$ cat config.mk
export PLATFORM = sky130hd
export DESIGN_NAME = prefetch_throttle_flat
export DESIGN_NICKNAME = d
export VERILOG_FILES = /design/src/rtl/prefetch_throttle_pkg.sv /design/src/rtl/prefetch_throttle_if.sv /design/src/rtl/prefetch_throttle_counter.sv /design/src/rtl/prefetch_throttle.sv /design/src/flat_wrapper.sv
export SDC_FILE = /design/constraint.sdc
export NUM_CORES = 1
export LEC_CHECK = 0
export CAP_MARGIN = 20
export CELL_PAD_IN_SITES_DETAIL_PLACEMENT = 1
export CELL_PAD_IN_SITES_GLOBAL_PLACEMENT = 1
export CORE_ASPECT_RATIO = 1.1
export CORE_MARGIN = 2
export CORE_UTILIZATION = 47
export CTS_BUF_LIST = sky130_fd_sc_hd__clkbuf_4 sky130_fd_sc_hd__clkbuf_8
export DETAILED_ROUTE_END_ITERATION = 8
export PLACE_DENSITY_LB_ADDON = 0.1
export SLEW_MARGIN = 10
export SYNTH_ARGS = -nofsm -noshare
export SYNTH_HDL_FRONTEND = slang
export SYNTH_SLANG_ARGS = --single-unit
$ cat constraint.sdc
create_clock -name clk -period 4.2 [get_ports clk]
set_input_delay 1.05 -clock clk [delete_from_list [all_inputs] [get_ports clk]]
set_output_delay 1.05 -clock clk [all_outputs]
set_load 0.1 [all_outputs]
$ cat src/rtl/prefetch_throttle_pkg.sv
// Shared types and width helpers for the prefetch throttle controller.
package prefetch_throttle_pkg;

    typedef enum logic [1:0] {
        ST_RUN,
        ST_EVAL,
        ST_COOLDOWN
    } throttle_state_t;

    localparam int DEFAULT_MAX_DEGREE = 4;
    localparam int DEGREE_W = $clog2(DEFAULT_MAX_DEGREE + 1);

    function automatic int degree_width(input int max_degree);
        return $clog2(max_degree + 1);
    endfunction

endpackage

$ cat src/rtl/prefetch_throttle_if.sv
// Metadata-store event inputs and prefetcher control outputs of one bank throttle.
interface prefetch_throttle_if #(
    parameter int CNT_W    = 12,
    parameter int DEGREE_W = prefetch_throttle_pkg::DEGREE_W
);
    logic                stall;
    logic                fill_valid;
    logic                fill_prefetch;
    logic                access_valid;
    logic                access_hit;
    logic                access_prefetched_block;
    logic                read_used;
    logic                prefetch_enable;
    logic [DEGREE_W-1:0] prefetch_degree;
    logic                epoch_done;
    logic [CNT_W-1:0]    last_issued;
    logic [CNT_W-1:0]    last_useful;

    modport master (
        output stall, fill_valid, fill_prefetch, access_valid, access_hit,
               access_prefetched_block, read_used,
        input  prefetch_enable, prefetch_degree, epoch_done, last_issued, last_useful
    );

    modport slave (
        input  stall, fill_valid, fill_prefetch, access_valid, access_hit,
               access_prefetched_block, read_used,
        output prefetch_enable, prefetch_degree, epoch_done, last_issued, last_useful
    );
endinterface

$ cat src/rtl/prefetch_throttle_counter.sv
// Saturating event counter; a load restarts it at 0 or 1 depending on the current event.
module prefetch_throttle_counter #(
    parameter int W = 12
) (
    input  logic         clk,
    input  logic         reset,
    input  logic         i_load,
    input  logic         i_event,
    output logic [W-1:0] o_count
);
    logic [W-1:0] r_count;

    always_ff @(posedge clk or negedge reset) begin
        if (!reset) begin
            r_count <= '0;
        end else if (i_load) begin
            r_count <= W'(i_event);
        end else if (i_event && !(&r_count)) begin
            r_count <= r_count + W'(1);
        end
    end

    assign o_count = r_count;
endmodule

$ cat src/rtl/prefetch_throttle.sv
// Per-bank prefetch throttle: measures prefetch accuracy per epoch and adjusts
// the prefetcher degree, disabling it for a cooldown period when accuracy is poor.
module prefetch_throttle
    import prefetch_throttle_pkg::*;
#(
    parameter int CACHE_ID        = 0,
    parameter int BANK_ID         = 0,
    parameter int EPOCH_LEN       = 1024,
    parameter int CNT_W           = 12,
    parameter int MAX_DEGREE      = 4,
    parameter int INIT_DEGREE     = 2,
    parameter int HI_EIGHTHS      = 6,
    parameter int LO_EIGHTHS      = 2,
    parameter int MIN_SAMPLES     = 16,
    parameter int COOLDOWN_EPOCHS = 4
) (
    input logic                clk,
    input logic                reset,
    prefetch_throttle_if.slave bus
);
    localparam int DEG_W   = degree_width(MAX_DEGREE);
    localparam int TIMER_W = $clog2(EPOCH_LEN);
    localparam int PROD_W  = CNT_W + 8;
    localparam int COOL_W  = $clog2(COOLDOWN_EPOCHS + 2);

    if (EPOCH_LEN < 16 || (EPOCH_LEN & (EPOCH_LEN - 1)) != 0 || MAX_DEGREE < 1 ||
        INIT_DEGREE < 1 || INIT_DEGREE > MAX_DEGREE || LO_EIGHTHS >= HI_EIGHTHS ||
        CACHE_ID < 0 || BANK_ID < 0) begin : g_bad_cfg
        $error("prefetch_throttle: invalid parameter set");
    end

    throttle_state_t   r_state, w_state_nxt;
    logic [TIMER_W-1:0] r_timer;
    logic               r_epoch_end;
    logic               r_enable, w_enable_nxt;
    logic [DEG_W-1:0]   r_degree, w_degree_nxt;
    logic [COOL_W-1:0]  r_cool, w_cool_nxt;
    logic [CNT_W-1:0]   r_last_issued, r_last_useful;
    logic [CNT_W-1:0]   w_issued_cnt, w_useful_cnt;
    logic               w_issue_ev, w_useful_ev, w_epoch_last;
    logic [PROD_W-1:0]  w_useful_x8, w_issued_hi, w_issued_lo;
    logic               w_judged, w_acc_hi, w_acc_lo;

    assign w_issue_ev  = !bus.stall && bus.fill_valid && bus.fill_prefetch;
    // read_used is the pre-access value, so only the first demand use of a prefetched line counts
    assign w_useful_ev = !bus.stall && bus.access_valid && bus.access_hit &&
                         bus.access_prefetched_block && !bus.read_used;
    assign w_epoch_last = (r_timer == TIMER_W'(EPOCH_LEN - 1));

    prefetch_throttle_counter #(.W(CNT_W)) u_issued_cnt (
        .clk     (clk),
        .reset   (reset),
        .i_load  (r_epoch_end),
        .i_event (w_issue_ev),
        .o_count (w_issued_cnt)
    );

    prefetch_throttle_counter #(.W(CNT_W)) u_useful_cnt (
        .clk     (clk),
        .reset   (reset),
        .i_load  (r_epoch_end),
        .i_event (w_useful_ev),
        .o_count (w_useful_cnt)
    );

    assign w_useful_x8 = PROD_W'(w_useful_cnt) << 3;
    assign w_issued_hi = PROD_W'(w_issued_cnt) * PROD_W'(HI_EIGHTHS);
    assign w_issued_lo = PROD_W'(w_issued_cnt) * PROD_W'(LO_EIGHTHS);
    assign w_judged    = (32'(w_issued_cnt) >= 32'(MIN_SAMPLES));
    assign w_acc_hi    = (w_useful_x8 >= w_issued_hi);
    assign w_acc_lo    = (w_useful_x8 < w_issued_lo);

    // Reset release is expected to be synchronised to clk upstream.
    always_ff @(posedge clk or negedge reset) begin
        if (!reset) begin
            r_state       <= ST_RUN;
            r_timer       <= '0;
            r_epoch_end   <= 1'b0;
            r_enable      <= 1'b1;
            r_degree      <= DEG_W'(INIT_DEGREE);
            r_cool        <= '0;
            r_last_issued <= '0;
            r_last_useful <= '0;
        end else begin
            r_state     <= w_state_nxt;
            r_timer     <= r_timer + TIMER_W'(1);
            r_epoch_end <= w_epoch_last;
            r_enable    <= w_enable_nxt;
            r_degree    <= w_degree_nxt;
            r_cool      <= w_cool_nxt;
            if (r_epoch_end) begin
                r_last_issued <= w_issued_cnt;
                r_last_useful <= w_useful_cnt;
            end
        end
    end

    always_comb begin
        w_state_nxt  = r_state;
        w_enable_nxt = r_enable;
        w_degree_nxt = r_degree;
        w_cool_nxt   = r_cool;
        case (r_state)
            ST_RUN: begin
                if (w_epoch_last) begin
                    w_state_nxt = ST_EVAL;
                end
            end
            ST_EVAL: begin
                w_state_nxt = ST_RUN;
                if (w_judged) begin
                    if (w_acc_hi) begin
                        if (r_degree != DEG_W'(MAX_DEGREE)) begin
                            w_degree_nxt = r_degree + DEG_W'(1);
                        end
                    end else if (w_acc_lo) begin
                        if (r_degree > DEG_W'(1)) begin
                            w_degree_nxt = r_degree - DEG_W'(1);
                        end else if (COOLDOWN_EPOCHS > 0) begin
                            w_enable_nxt = 1'b0;
                            w_cool_nxt   = COOL_W'(COOLDOWN_EPOCHS);
                            w_state_nxt  = ST_COOLDOWN;
                        end
                    end
                end
            end
            ST_COOLDOWN: begin
                if (r_epoch_end) begin
                    if (r_cool <= COOL_W'(1)) begin
                        w_cool_nxt   = '0;
                        w_enable_nxt = 1'b1;
                        w_degree_nxt = DEG_W'(1);
                        w_state_nxt  = ST_RUN;
                    end else begin
                        w_cool_nxt = r_cool - COOL_W'(1);
                    end
                end
            end
            default: w_state_nxt = ST_RUN;
        endcase
    end

    assign bus.prefetch_enable = r_enable;
    assign bus.prefetch_degree = r_degree;
    assign bus.epoch_done      = r_epoch_end;
    assign bus.last_issued     = r_last_issued;
    assign bus.last_useful     = r_last_useful;
endmodule

$ cat src/flat_wrapper.sv
// flat-port wrapper written by rule: the top's interface ports become plain ports
module prefetch_throttle_flat import prefetch_throttle_pkg::*;
#(
    parameter int CACHE_ID        = 0,
    parameter int BANK_ID         = 0,
    parameter int EPOCH_LEN       = 1024,
    parameter int CNT_W           = 12,
    parameter int MAX_DEGREE      = 4,
    parameter int INIT_DEGREE     = 2,
    parameter int HI_EIGHTHS      = 6,
    parameter int LO_EIGHTHS      = 2,
    parameter int MIN_SAMPLES     = 16,
    parameter int COOLDOWN_EPOCHS = 4
)
  (clk, reset, bus_stall, bus_fill_valid, bus_fill_prefetch, bus_access_valid, bus_access_hit, bus_access_prefetched_block, bus_read_used, bus_prefetch_enable, bus_prefetch_degree, bus_epoch_done, bus_last_issued, bus_last_useful);
  prefetch_throttle_if #(.CNT_W(CNT_W), .DEGREE_W(3)) bus_i ();
  input logic clk;
  input logic reset;
  input wire logic [$bits(bus_i.stall)-1:0] bus_stall;
  input wire logic [$bits(bus_i.fill_valid)-1:0] bus_fill_valid;
  input wire logic [$bits(bus_i.fill_prefetch)-1:0] bus_fill_prefetch;
  input wire logic [$bits(bus_i.access_valid)-1:0] bus_access_valid;
  input wire logic [$bits(bus_i.access_hit)-1:0] bus_access_hit;
  input wire logic [$bits(bus_i.access_prefetched_block)-1:0] bus_access_prefetched_block;
  input wire logic [$bits(bus_i.read_used)-1:0] bus_read_used;
  output wire logic [$bits(bus_i.prefetch_enable)-1:0] bus_prefetch_enable;
  output wire logic [$bits(bus_i.prefetch_degree)-1:0] bus_prefetch_degree;
  output wire logic [$bits(bus_i.epoch_done)-1:0] bus_epoch_done;
  output wire logic [$bits(bus_i.last_issued)-1:0] bus_last_issued;
  output wire logic [$bits(bus_i.last_useful)-1:0] bus_last_useful;
  assign bus_i.stall = bus_stall;
  assign bus_i.fill_valid = bus_fill_valid;
  assign bus_i.fill_prefetch = bus_fill_prefetch;
  assign bus_i.access_valid = bus_access_valid;
  assign bus_i.access_hit = bus_access_hit;
  assign bus_i.access_prefetched_block = bus_access_prefetched_block;
  assign bus_i.read_used = bus_read_used;
  assign bus_prefetch_enable = bus_i.prefetch_enable;
  assign bus_prefetch_degree = bus_i.prefetch_degree;
  assign bus_epoch_done = bus_i.epoch_done;
  assign bus_last_issued = bus_i.last_issued;
  assign bus_last_useful = bus_i.last_useful;
  prefetch_throttle #(.CACHE_ID(CACHE_ID), .BANK_ID(BANK_ID), .EPOCH_LEN(EPOCH_LEN), .CNT_W(CNT_W), .MAX_DEGREE(MAX_DEGREE), .INIT_DEGREE(INIT_DEGREE), .HI_EIGHTHS(HI_EIGHTHS), .LO_EIGHTHS(LO_EIGHTHS), .MIN_SAMPLES(MIN_SAMPLES), .COOLDOWN_EPOCHS(COOLDOWN_EPOCHS)) u_core (.clk(clk), .reset(reset), .bus(bus_i));
endmodule
# Word level (Yosys, flattened, before mapping)
# Index checks and enable logic that the tools add are counted.
dict set report totals {
  out_inout_bits 29
  wordCells 92
  input_bits 9
  ff_bits 68
}
dict set report op_classes {
  multipliers 1
  n_eq_ne 14
  n_mux 34
  order_cmp 5
  add_sub_neg 6
  reduce_logical 22
}
# operator count
set op_table {}
lappend op_table {{$mux W12} 4}
lappend op_table {{$mux W3} 13}
lappend op_table {{$add A12 B1 Y12 const B} 2}
lappend op_table {{$reduce_and A12 Y1} 2}
lappend op_table {{$ge A15 B15 Y1} 1}
lappend op_table {{$lt A15 B13 Y1} 1}
lappend op_table {{$mul A12 B2 Y14 const B} 1}
lappend op_table {{$mux W2} 7}
lappend op_table {{$reduce_and A7 Y1} 2}
lappend op_table {{$ge A12 B5 Y1 const B} 1}
lappend op_table {{$pmux W3 S2} 2}
lappend op_table {{$add A10 B1 Y10 const B} 1}
lappend op_table {{$eq A10 B10 Y1 const B} 1}
lappend op_table {{$ne A2 B1 Y1 const B} 5}
lappend op_table {{$logic_and A1 B1 Y1} 8}
lappend op_table {{$mux W1} 6}
lappend op_table {{$ne A3 B1 Y1 const B} 2}
lappend op_table {{$ne A3 B3 Y1 const B} 2}
lappend op_table {{$pmux W2 S3} 1}
lappend op_table {{$reduce_and A6 Y1} 1}
lappend op_table {{$reduce_bool A2 Y1} 3}
lappend op_table {{$sub A3 B1 Y3 const B} 2}
lappend op_table {{$logic_not A1 Y1} 4}
lappend op_table {{$ne A2 B2 Y1 const B} 2}
lappend op_table {{other kinds (8)} 8}

# Logic depth before layout (Yosys ltp)
dict set report logic_depth {
  depth_word 8
  depth_mapped 18
}

# Hierarchy
# From an unflattened synthesis, not the netlist that was laid out.
dict set report unflattened {
  cells_unflattened 434
  area_unflattened_um2 4441.8
}
# module seq_area_each_um2 cells_per_inst n_inst area_per_inst_um2
set modules_own_cells {}
lappend modules_own_cells {prefetch_throttle 1103.6 294 1 3036.7}
lappend modules_own_cells {{prefetch_throttle_counter (u_core.u_issued_cnt)} 300.3 70 1 706.9}
lappend modules_own_cells {{prefetch_throttle_counter (u_core.u_useful_cnt)} 300.3 70 1 698.2}

# Worst setup path after synthesis
# Ideal clock, no wire load.
dict set report synth_path {
  kind {register -> register}
  startpoint {register u_core.u_issued_cnt.r_count[1], in the netlist u_core.u_issued_cnt.o_count[1]}
  endpoint {register u_core.r_cool[0]}
  setup_slack_ps 370
  n_path_buf 0
  setup_time_ps 126
  t_arrival_ps 3704
  t_required_ps 4074
  path_stages_with_launch 16
  cell_sequence {dfrtp_1 > ha_1 > a21o_1 > a21oi_1 > o21ai_0 > a2111oi_2 > o31ai_1 > a21oi_1 > xnor2_1 > ha_1 > and4_1 > a221oi_2 > nand2_2 > o41ai_4 > o21ai_1 > a221o_1}
}
dict set report synth_via {
  elab_chain_cells 4
  elab_cells_between_ends 8
  cone_classes {mul: 1; order compare: 3; eq/ne: 3; reduce/logical: 1}
}
# item line_no
set synth_lines {}
lappend synth_lines {{start, declared} prefetch_throttle_counter.sv:11} ;# logic [W-1:0] r_count;
lappend synth_lines {{start signal, assigned} prefetch_throttle_counter.sv:17} ;# r_count <= W'(i_event);
lappend synth_lines {{start signal, assigned} prefetch_throttle_counter.sv:19} ;# r_count <= r_count + W'(1);
lappend synth_lines {{$mul A12 B2 Y14} prefetch_throttle.sv:67} ;# assign w_issued_hi = PROD_W'(w_issued_cnt) * PROD_W'(HI_EIGHTHS);
lappend synth_lines {{$ge A15 B15 Y1} prefetch_throttle.sv:70} ;# assign w_acc_hi = (w_useful_x8 >= w_issued_hi);
lappend synth_lines {{$ne A2 B2 Y1 (no line)} -}
lappend synth_lines {{$reduce_and A6 Y1 (no line) *} -}
lappend synth_lines {{end signal, assigned} prefetch_throttle.sv:90} ;# r_cool <= w_cool_nxt;
lappend synth_lines {{end, declared} prefetch_throttle.sv:37} ;# logic [COOL_W-1:0] r_cool, w_cool_nxt;
# Mark *: on every way between the ends. The rest lies on a longest branch, timed or not.
# A chain may end at the register's enable or synchronous reset.

# Final worst setup path
dict set report layout_path {
  startpoint {register u_core.u_issued_cnt.r_count[0], in the netlist u_core.u_issued_cnt.o_count[0]}
  endpoint {register u_core.r_cool[2]}
}
# Same word-level chain as after synthesis.

==> flow_summary.toml <==
[drt]
routed_wl_um = 10340
vias = 3305
dr.pass1.iters = 4
route.detailed.drc = 0
viasPerCell = 5.472
drt-wirelength-per-cell_um = 17.11
dr.first_iter.drc_count = 58
ant_nets = 0

[critical_path]
cp_max_fo = 5
cp.arrival_ns = 4.37
startpoint = "u_core.u_issued_cnt.o_count[0]$_DFFE_PN0P_"
worstReg2RegStart = "u_core.u_issued_cnt.o_count[0]$_DFFE_PN0P_"
cp-end-kind = "flip-flop"
cp.required_ns = 4.46
reg2reg_to = "u_core.r_cool[2]$_DFFE_PN0P_"
cp-start-kind = "flip-flop"
reg2regPathDepth = 18
critPathKind = "reg2reg"
worstSetupEndpoint = "u_core.r_cool[2]$_DFFE_PN0P_"
regToRegSetupSlack_ns = 0.08

[final_layout]
diodes = 0
utilization_pct = 59.13
drive_above_1_share_pct = 19.18
layout_common_cells = "dfrtp_1 (62), ha_1 (53), nor2_1 (43), clkdlybuf4s50_1 (35), inv_1 (34)"
final_common_cell = "dfrtp_1"
fin_nets = 550
syn_to_final_growth_pct = 21.12

[timing]
setup_viol = 0
tns_ns = 0
period_share_pct = 98.00
drv_slew = 0
fin_crit_ns = 4.116
worstMarginPinSlew_ns = 0.9903
slew_headroom_pct = 33.77
finalHoldViolCount = 0
fmaxAchievable_ghz = 0.2430
finalClockSkew_ns = 0.009768

[yosys]
synth_nets = 494
yosysWarnings = 0
synth_flop_cell = "dfrtp_1"
synth.avg_cell_area_um2 = 10.15
ys_seq_area_share_pct = 39.14
synth_area_um2 = 4354
synth_cell_types = 50
synth_edf_count = 0
ys_ff_latch = 68
syn_inst = 429
async_flop_share_pct = 100.0

[die]
io_pins = 38
start_util_pct = 48.82
die_area_um2 = 10050
rows = 36
chipHeight_um = 105.0
core_um2 = 8919
die_w_um = 95.77

[global_route]
grt_max_degree = 50
grt_first_pass_wirelength_um = 16380
gr-total-overflow = 0
gr-usage-all-layers_pct = 21.15
antenna_found_initial = 0
grt_pass1_vias = 3481

[outcome]
status = "finished clean"

[min_path]
hp-class = "reg2reg"

[job]
drv_cap = 0

[clock_tree]
clkSinkCount = 68
htreeDepth = 3
clk_pin_slew_ns = 0.07
cts_buffer_depth = 2
cts_tree = "yes"
clockRootBuffer = "clkbuf_8"
insertion_delay_ns = 0.36
hold_buffers = 0
numCtsBuffers = 9

[place]
portBuffers = 37
place_congestion = 0.8344
dp_hpwl_um = 7339

[power]
power.density_nw_per_um2 = 396.2
vdd_ir_drop_max_v = 0.0003079
p_leak_uw = 0.002481
critical path, cell delays in order (launching register included):
cell	delay (ns)
dfrtp_2	0.41
ha_4	0.17
inv_2	0.05
fa_2	0.41
nor2b_2	0.13
o21ai_2	0.07
a21oi_2	0.14
o21a_1	0.15
o211ai_1	0.16
buf_4	0.18
a311oi_2	0.28
ha_1	0.29
and4_4	0.17
a221oi_4	0.30
nand2_2	0.17
o41ai_4	0.46
buf_4	0.19
a21oi_1	0.05
a311oi_1	0.22
routing by layer:
layer | part of all wire [%] | wire, um | GRT usage, % | vias up
met3 | 2.7 | 274 | 3.317 | 19
li1 | - | - | - | 1608
met1 | 46 | 4734 | 27.05 | 1629
met2 | 49 | 5074 | 33.67 | 49
met5 | 0 | 0 | 0 | -
met4 | 2.4 | 251 | 11.73 | 0
area by class of cell:
cell class                      count  area (um^2)
Clock buffer                       10        131.4
Clock inverter                      6        80.08
Fill cell                         968         3645
Inverter                           35        131.4
Multi-Input combinational cell    317         2576
Sequential cell                    68         1709
Tap cell                          114        142.6
Timing Repair Buffer               54        503.0
logic make-up after synthesis:
kind of cell	after synthesis	synth area share, %
buf+inv	44	3.793
fa+ha+maj	56	16.26
simple gates	126	14.02
mux	29	7.443
flops	68	39.14
xor+xnor	37	7.443
compound gates	69	11.90
metrics by stage:
step           area, um^2  worst slack (ns)  power [uW]  hold WS, ns  cells
3_3_place_gp         4892            0.1166        1381       0.4533    578
3_5_place_dp         4892          -0.08410        1421       0.4636    578
5_1_grt              5274           -0.1169        2240       0.4916    604
4_1_cts              5139           0.03250        2028       0.4750    597
2_1_floorplan        4354            0.3696        1209       0.4380    429
6_report             5274           0.08410        2089       0.4668    604
synth_stat cells (all sizes together), types with 3 or more instances:
cell	number	area share, %
inv	35	3.0
o21a	5	0.86
a211oi	3	0.63
nor2	43	3.7
xor2	12	2.4
nand3	20	2.3
nor4	3	0.43
ha	55	16
mux2	27	7.0
and4	3	0.60
xnor2	25	5.0
and3	11	1.6
o21ai	22	2.5
nor3	9	1.0
or3	3	0.43
clkbuf	9	0.78
a21oi	14	1.8
nand4	4	0.57
o31ai	3	0.63
dfrtp	66	38
nand2	23	2.1
o211ai	3	0.52
a21o	3	0.52
registers in the layout, indices dropped and copies added (netlist names):
| signal | flops |
|---|---|
| u_core.bus.prefetch_enable | 1 |
| u_core.bus.last_issued | 12 |
| u_core.u_useful_cnt.o_count | 12 |
| u_core.bus.epoch_done | 1 |
| u_core.r_timer | 10 |
| u_core.r_state | 2 |
| u_core.u_issued_cnt.o_count | 12 |
| u_core.bus.prefetch_degree | 3 |
| u_core.r_cool | 3 |
| u_core.bus.last_useful | 12 |
how the worst min path moves through the flow:
stage | startpoint | to | slack, ns | cells after the start
final | u_core.r_timer[6]$_DFF_PN0_ | u_core.r_timer[6]$_DFF_PN0_ | 0.47 | 1
after global routing | u_core.r_timer[9]$_DFF_PN0_ | u_core.r_timer[9]$_DFF_PN0_ | 0.49 | 1
after CTS | u_core.r_timer[6]$_DFF_PN0_ | u_core.r_timer[6]$_DFF_PN0_ | 0.47 | 1
after detailed placement | u_core.r_timer[6]$_DFF_PN0_ | u_core.r_timer[6]$_DFF_PN0_ | 0.46 | 1
after global placement | u_core.r_timer[6]$_DFF_PN0_ | u_core.r_timer[6]$_DFF_PN0_ | 0.45 | 1
after floorplan | u_core.r_timer[4]$_DFF_PN0_ | u_core.r_timer[4]$_DFF_PN0_ | 0.44 | 1
power by group:
group	switching (uW)	internal (uW)	total, uW
combinational	391	351	741
clock	251	337	587
sequential	65.2	696	761
total	706	1380	2090
what timing repair did:
item                                    4_1_cts  5_1_grt
gates cloned                                  0        0
pin swaps                                     4       14
setup buffers                                 3        7
endpoints found under the hold margin         0        0
gates resized for setup                       2       21
endpoints found under the setup margin        4        8
No activity file was read; power rests on OpenSTA's default activity.
